==> src/rtl/ecc_harq_scheduler.sv <==
// Round-robin HARQ scheduler feeding a shared ecc_encode: grants one flit, resends on NACK, drops after MAX_RETRY.
// Optional ACK timeout (implicit NACK) is enabled by defining HARQ_ACK_TIMEOUT_EN.
module ecc_harq_scheduler #(
  parameter int NUM_REQ     = 4,
  parameter int MAX_RETRY   = 3,
  parameter int ACK_TIMEOUT = 16
) (
  input  logic                  i_aclk,
  input  logic                  i_areset,
  input  logic [NUM_REQ-1:0]    i_req_valid,
  input  logic [NUM_REQ*32-1:0] i_req_data,
  output logic [NUM_REQ-1:0]    o_req_ready,
  output logic                  o_wvalid,
  output logic [39:0]           o_wdata,
  input  logic                  i_ack,
  input  logic                  i_nack,
  output logic                  o_busy,
  output logic [1:0]            o_retry_cnt,
  output logic                  o_drop,
  output logic [2:0]            o_drop_id
);

  localparam int IDX_W = $clog2(NUM_REQ);
  localparam int CW    = IDX_W + 1;
  localparam logic [1:0] MAX_RC = 2'(MAX_RETRY);

  typedef enum logic [1:0] {IDLE, SEND, WAIT, DROP} state_t;

  state_t           state, state_nx;
  logic [IDX_W-1:0] rr_ptr, held_idx, grant_idx, next_ptr;
  logic [31:0]      held_data;
  logic [31:0]      req_data [NUM_REQ];
  logic [NUM_REQ-1:0] grant;
  logic             grant_any;
  logic [CW-1:0]    scan_idx;
  logic [1:0]       retry_cnt;
  logic             nack_eff;
  logic             timeout;

`ifdef HARQ_ACK_TIMEOUT_EN
  localparam int TW = $clog2(ACK_TIMEOUT + 1);
  logic [TW-1:0] to_cnt;
  assign timeout = (state == WAIT) && (to_cnt == TW'(ACK_TIMEOUT - 1));
`else
  assign timeout = 1'b0;
`endif

  always_comb begin
    for (int k = 0; k < NUM_REQ; k++) req_data[k] = i_req_data[k*32 +: 32];
  end

  // First valid requester at or after rr_ptr, wrapping past NUM_REQ-1.
  always_comb begin
    grant     = '0;
    grant_idx = '0;
    grant_any = 1'b0;
    scan_idx  = '0;
    for (int i = 0; i < NUM_REQ; i++) begin
      scan_idx = {1'b0, rr_ptr} + CW'(i);
      if (scan_idx >= CW'(NUM_REQ)) scan_idx = scan_idx - CW'(NUM_REQ);
      if (!grant_any && i_req_valid[scan_idx[IDX_W-1:0]]) begin
        grant_any = 1'b1;
        grant_idx = scan_idx[IDX_W-1:0];
        grant[scan_idx[IDX_W-1:0]] = 1'b1;
      end
    end
  end

  assign next_ptr = (held_idx == IDX_W'(NUM_REQ - 1)) ? '0 : held_idx + 1'b1;
  assign nack_eff = !i_ack && (i_nack || timeout);

  // NOTE: every output and the next state get a default first so no latch is inferred.
  always_comb begin
    state_nx    = state;
    o_req_ready = '0;
    o_wvalid    = (state == SEND);
    o_wdata     = (state == SEND) ? {8'h00, held_data} : 40'h0;
    o_drop      = (state == DROP);
    o_drop_id   = (state == DROP) ? 3'(held_idx) : 3'd0;
    o_busy      = (state != IDLE);
    o_retry_cnt = retry_cnt;
    case (state)
      IDLE: if (grant_any) begin
        state_nx    = SEND;
        o_req_ready = grant;
      end
      SEND: state_nx = WAIT;
      WAIT: begin
        if (i_ack)         state_nx = IDLE;
        else if (nack_eff) state_nx = (retry_cnt == MAX_RC) ? DROP : SEND;
      end
      DROP: state_nx = IDLE;
      default: state_nx = IDLE;
    endcase
    if (i_areset) o_req_ready = '0;
  end

  // NOTE: sequential state uses non-blocking assignments so every register samples pre-edge values.
  always_ff @(posedge i_aclk) begin
    if (i_areset) begin
      state     <= IDLE;
      rr_ptr    <= '0;
      held_idx  <= '0;
      retry_cnt <= '0;
    end else begin
      state <= state_nx;
      case (state)
        IDLE: if (grant_any) begin
          held_idx  <= grant_idx;
          retry_cnt <= '0;
        end
        WAIT: begin
          if (i_ack) rr_ptr <= next_ptr;
          else if (nack_eff && retry_cnt != MAX_RC) retry_cnt <= retry_cnt + 2'd1;
        end
        DROP: rr_ptr <= next_ptr;
        default: ;
      endcase
    end
  end

  // NOTE: the payload register has no reset; o_wdata is gated by state, so its contents never leak.
  always_ff @(posedge i_aclk) begin
    if (state == IDLE && grant_any) held_data <= req_data[grant_idx];
  end

`ifdef HARQ_ACK_TIMEOUT_EN
  // Counter is held at zero outside WAIT, so it is clear on every WAIT entry.
  always_ff @(posedge i_aclk) begin
    if (i_areset || state != WAIT) to_cnt <= '0;
    else if (!i_ack && !i_nack && !timeout) to_cnt <= to_cnt + 1'b1;
  end
`endif

endmodule

==> config.mk <==
export PLATFORM = sky130hd
export DESIGN_NAME = ecc_harq_scheduler
export DESIGN_NICKNAME = d
export VERILOG_FILES = /design/src/rtl/ecc_harq_scheduler.sv
export SDC_FILE = /design/constraint.sdc
export NUM_CORES = 1
export LEC_CHECK = 0
export ABC_AREA = 1
export BUFFER_PORTS_ARGS = -buffer_cell sky130_fd_sc_hd__buf_2
export CAP_MARGIN = 20
export CORE_MARGIN = 2
export CORE_UTILIZATION = 50
export CTS_BUF_LIST = sky130_fd_sc_hd__clkbuf_16
export CTS_CLUSTER_DIAMETER = 100
export CTS_CLUSTER_SIZE = 30
export DETAILED_ROUTE_END_ITERATION = 10
export PLACE_DENSITY_LB_ADDON = 0.12
export SETUP_SLACK_MARGIN = 0.2
export SYNTH_ARGS = -nofsm -noshare
export SYNTH_HDL_FRONTEND = slang
export SYNTH_SLANG_ARGS = --single-unit
==> constraint.sdc <==
create_clock -name i_aclk -period 8.5 [get_ports i_aclk]
set_input_delay 1.7 -clock i_aclk [delete_from_list [all_inputs] [get_ports i_aclk]]
set_output_delay 1.7 -clock i_aclk [all_outputs]
set_load 0.02 [all_outputs]
Yosys cells after proc, flatten, opt, wreduce, memory -nomap -nowiden --
Index checks and enable logic that the tools add are counted.
Storage, ports and cells: flip-flop bits (word level) 40, latch bits 0, bits in writable memories 0, bits in read-only memories 0, input port bits 136, output and inout bits 52, word-level logic and storage cells 116, memories 0
Operators by class: add/subtract/negate cells 9, multipliers 0, div/mod/pow operators 0, $lt $le $gt $ge 13, eq/ne operators 11, shift operators 0, mux-type cells 52, bitwise logic cells 4, reductions and logical operators 22
Operator list (count):
- 32-bit two-way mux | 3
- 32-bit binary-select mux with 2-bit select | 1
- 2-bit two-way mux | 18
- 4-bit two-way mux | 7
- 3-bit >= comparator (second input constant) | 4
- 2-bit by 3-bit < comparator with 1-bit output (second input constant) | 4
- 1-bit two-way mux | 12
- 4-bit bitwise OR | 3
- 1-bit logical AND | 10
- 2-bit inequality test (second input constant) | 5
- 1-bit binary-select mux with 2-bit select | 4
- 1-bit demux with 2-bit select | 4
- 2-bit equality test (second input constant) | 4
- 2-bit by 1-bit >= comparator with 1-bit output (second input constant) | 4
- 2-bit one-hot mux with 2 select lines | 2
- 2-bit one-hot mux with 4 select lines | 1
- 2-bit by 1-bit subtractor with 2-bit output (second input constant) | 4
- 2-bit by 2-bit adder with 3-bit output (second input constant) | 2
- 2-bit AND reduction | 3
- 2-bit nonzero test | 3
- 2-bit by 1-bit adder with 2-bit output (second input constant) | 2
- 1-bit logical NOT | 4
- 4-bit AND reduction | 1
- 2-bit by 1-bit adder with 3-bit output (second input constant) | 1
- other kinds (5) | 5

Logic depth before layout (Yosys ltp) --
depth in word-level cells 18, depth in mapped cells 13, mapped depth without buffers 12

Least setup slack after synthesis --
No wires, ideal clock.
path kind input to output, from in i_req_valid[3], to out o_req_ready[0], data arrival time 2727 ps, slack 4073 ps, stages on the path 9, buffers on the path 0, path through inv_1 -> nand2_1 -> nand3_2 -> nand2_4 -> nor3_1 -> a21oi_1 -> o21ai_0 -> nand2_1 -> inv_1
On the way: longest elaborated chain between the ends 15, elaborated cells between the ends (all ways) 28, those cells by class 19 x mux; 3 x bitwise; 6 x reduce/logical
Ends and longest elaborated chain:
- start: declaration | line 10 | input logic [NUM_REQ-1:0] i_req_valid,
- 1-bit binary-select mux with 2-bit select | line 61 | if (!grant_any && i_req_valid[scan_idx[IDX_W-1:0]]) begin
- 1-bit two-way mux (not written as such) | line 61
- 1-bit two-way mux | line 61
- 1-bit logical NOT | line 61
- 1-bit logical AND | line 61
- 1-bit two-way mux | line 61
- 1-bit logical NOT | line 61
- 1-bit logical AND | line 61
- 1-bit two-way mux | line 61
- 1-bit logical NOT | line 61
- 1-bit logical AND | line 61
- 4-bit two-way mux / 1-bit two-way mux (equally long branches) | line 61
- 4-bit two-way mux * | line 83 | IDLE: if (grant_any) begin
- 4-bit two-way mux * | line 82 | case (state)
- 4-bit two-way mux * | line 95 | if (i_areset) o_req_ready = '0;
- end: declaration | line 12 | output logic [NUM_REQ-1:0] o_req_ready,
Mark *: on every way between the ends. The rest lies on a longest branch, timed or not. The select of a mux whose other input is x is not followed.

Worst setup path in the final report --
from in i_req_valid[1], to out o_req_ready[3]
Same word-level chain as after synthesis.

==> results.md <==
- Outcome: finished clean
- Worst-Skew Late Latency: 280 ps
- Top cell by count, worst path: nand2_1
- Clock Power Share: 0.156
- Reg2Reg Depth: 10
- Path type of the worst setup path: input port to output pin
- Flop pwr share: 0.315
- DRT iter0 DRCs: 213
- Pint: 0.0006194 W
- Total GRT Usage: 0.2282
- Sequential share of the synthesized area: 0.2696
- R2r setup slk: 4750 ps
- RSZ-0062 raised after global routing: false
- Max_cap viols: 0
- Distinct cells, synth: 31
- Yosys Warn Count: 0
- Post-synthesis cell count: 647
- Initial antenna violation count: 0
- HP Start: o_retry_cnt[0]
- Chip Height: 95.19 um
- Antenna-violating nets left: 0
- Starting Density: 0.5112
- Final hold violation count: 0
- Fin nets: 945
- Die Wd: 95.19 um
- Area grow syn2layout: 21.88%
- Most frequent cell after synthesis: inv_1
- Maximum clock frequency: 183.4 MHz
- VDD IR-drop max: 119.1 uV
- Worst path slowest cell: nand3_4
- Vias in the first global route: 3805
- Yosys reg bits: 40
- First-pass GRT wire length: 16.64 mm
- Drt total wl: 10.80 mm
- Pwr Density: 218.3 mW/mm^2
- WP data arrival: 3750 ps
- Synth top area cells: edfxtp_1, inv_1, nand2_1, nand4_1, nand3_1
- Buf/Inv on CP: 4
- H-tree depth: 2
- Post-CTS setup buffers: 0
- Final setup viols: 0
- Longest Clk Path Bufs: 2
- Via count: 4468
- Critical path startpoint category: input port
- Crit. Startpoint: i_req_valid[1]
- I/O pin cnt: 188
- Worst path cell trace: buf_2 -> inv_1 -> nand2_1 -> nand3_2 -> nand2_4 -> nor2_8 -> nand3_4 -> nand2_1 -> nor2_1 -> nand2_1 -> inv_1 -> buf_2
- Hold Path Depth: 1
- Total gr overflow: 0
- Total Power: 0.001106 W
- Post-CTS sizing: 0
- Worst r2r dst: held_data[13]
- Max incr delay on CP: 580 ps
- Sw Share: 0.4399
- Site Rows: 33
- Top cell family by delay on the critical path: simple AND/OR/NAND/NOR gates
- Top FF cell, synth: edfxtp_1
- I/O Buffers: 178
- Die Area: 0.009061 sq mm
- Area leader, netlist: edfxtp_1
- Post-Syn Area: 0.004158 sq mm
- DR DRC count: 0
- Routability cong.: 0.8322
- Psw: 0.0004866 W
- CTS tree: done
- CTS clk-pin slew, worst paths: 60 ps
- Crit path max fanout: 66
- Core Area: 0.008134 sq mm
- CTS root buf: clkbuf_16
- CTS Sinks: 40
- Rel. slew slack: 0.5014
- Logic pwr share: 0.529
- Setup Total Neg Slack: 0 ps
- Lkg Pwr: 3.215 nW
- Fraction of registers with async set/reset: 0
- Tightest Pin Transition: 747.9 ps
- Post-detail-place hpwl: 7.928 mm
- Largest net degree at the start of global routing: 67
- Share of layout cells above drive strength 1: 0.2728
- Hold Path Class: flip-flop to flip-flop
- Hold_buf cts: 0
- Iteration count of the initial detailed-routing pass: 5
- Synth top cells by count: inv_1, nand2_1, nand3_1, nand4_1, nor2_1
- Ant diodes: 0
- Hold EP: o_retry_cnt[0]
- Synth top area share: 0.2311
- Post-synth EDFFs: 32
- CTS buffer count: 5
- Final Max Tran Viols: 0
- CP Capture Type: output pin
- Final Skew: 8.920 ps
- Syn avg cell area: 6.426 sq um
- Reg2reg start: rr_ptr[0]
- Wire per inst: 11.95 um
- Crit share post-route: 0.6416
- Minimum clock period: 5453 ps
- DR vias/cell: 4.942
- Req. time, crit path: 6800 ps
flip-flops by register name (all words and copies together), names as in the netlist:
name and count:
rr_ptr 2, held_idx 2, held_data 32, o_retry_cnt 2
state 2
final cells by class:
type / count / area (sq um)
fill: 787 / 3067
multi-input combinational: 378 / 2006
sequential: 40 / 1121
timing repair buffer: 182 / 953.4
inverter: 192 / 723.2
tap: 105 / 131.4
clock buffer: 5 / 125.1
clock inverter: 2 / 7.507
worst max path at each step:
stage,end,cells past startpoint
2_1_floorplan,o_req_ready[0],9
4_1_cts,o_req_ready[1],12
3_5_place_dp,o_req_ready[3],12
6_report,o_req_ready[3],12
5_1_grt,o_req_ready[3],12
3_3_place_gp,o_req_ready[0],12
worst reg2reg max path, cell delays in order (launching register included):
cell	delay [ps]
dfxtp_1	620
inv_4	140
ha_1	420
inv_1	250
nand3_1	180
o21ai_4	140
nand3_4	590
nand3_4	810
nand2_1	170
nand3_1	110
nand2_1	70
per-layer routing:
layer	wire length [um]	track usage
met3	746	0.02530
met2	5478	0.4243
met5	0	0
met4	174	0.06159
met1	4404	0.2772
power by group through the flow:
stage          logic (W)  clock network, W  registers [W]
2_1_floorplan   0.000465                 0       0.000346
3_3_place_gp    0.000569                 0       0.000349
3_5_place_dp    0.000580                 0       0.000353
4_1_cts         0.000582          0.000176       0.000349
5_1_grt         0.000665          0.000183       0.000357
6_report        0.000585          0.000173       0.000348
cells by family (layout without fill, tap and decap cells):
family                   Yosys count  after routing  share of synthesized area
AO/OA/AOI/OAI                     28             28                    0.04033
adder cells (fa/ha/maj)           10             10                    0.03009
buffers and inverters            237            381                     0.2552
AND/OR/NAND/NOR                  331            331                     0.4039
flip-flops                        40             40                     0.2696
other                              1              9                  0.0009019
metrics by stage:
stage	util	instance area [sq um]	setup WS, ps	hold slack (ps)	cells
after floorplan	-	4188	4073	529.0	655
after global placement	0.6008	4887	3144	467.6	895
final	0.6230	5067	3047	504.0	904
after CTS	0.6196	5040	3046	500.4	903
after detailed placement	0.6033	4907	3047	493.5	896
after global routing	0.6230	5067	2763	530.8	904
cells in the final DEF, fill, tap and decap left out, types with 5 or more instances in the layout:
cell type  instances
inv_1            191
buf_2            178
nand2_1          120
nand3_1           72
nand4_1           65
nor2_1            44
edfxtp_1          32
nand2_2           11
o21ai_0           11
a21oi_1           10
ha_1              10
conb_1             9
dfxtp_1            8
nand2_4            5
clkbuf_16          5
Note: power is estimated with default switching activity, not from simulation.
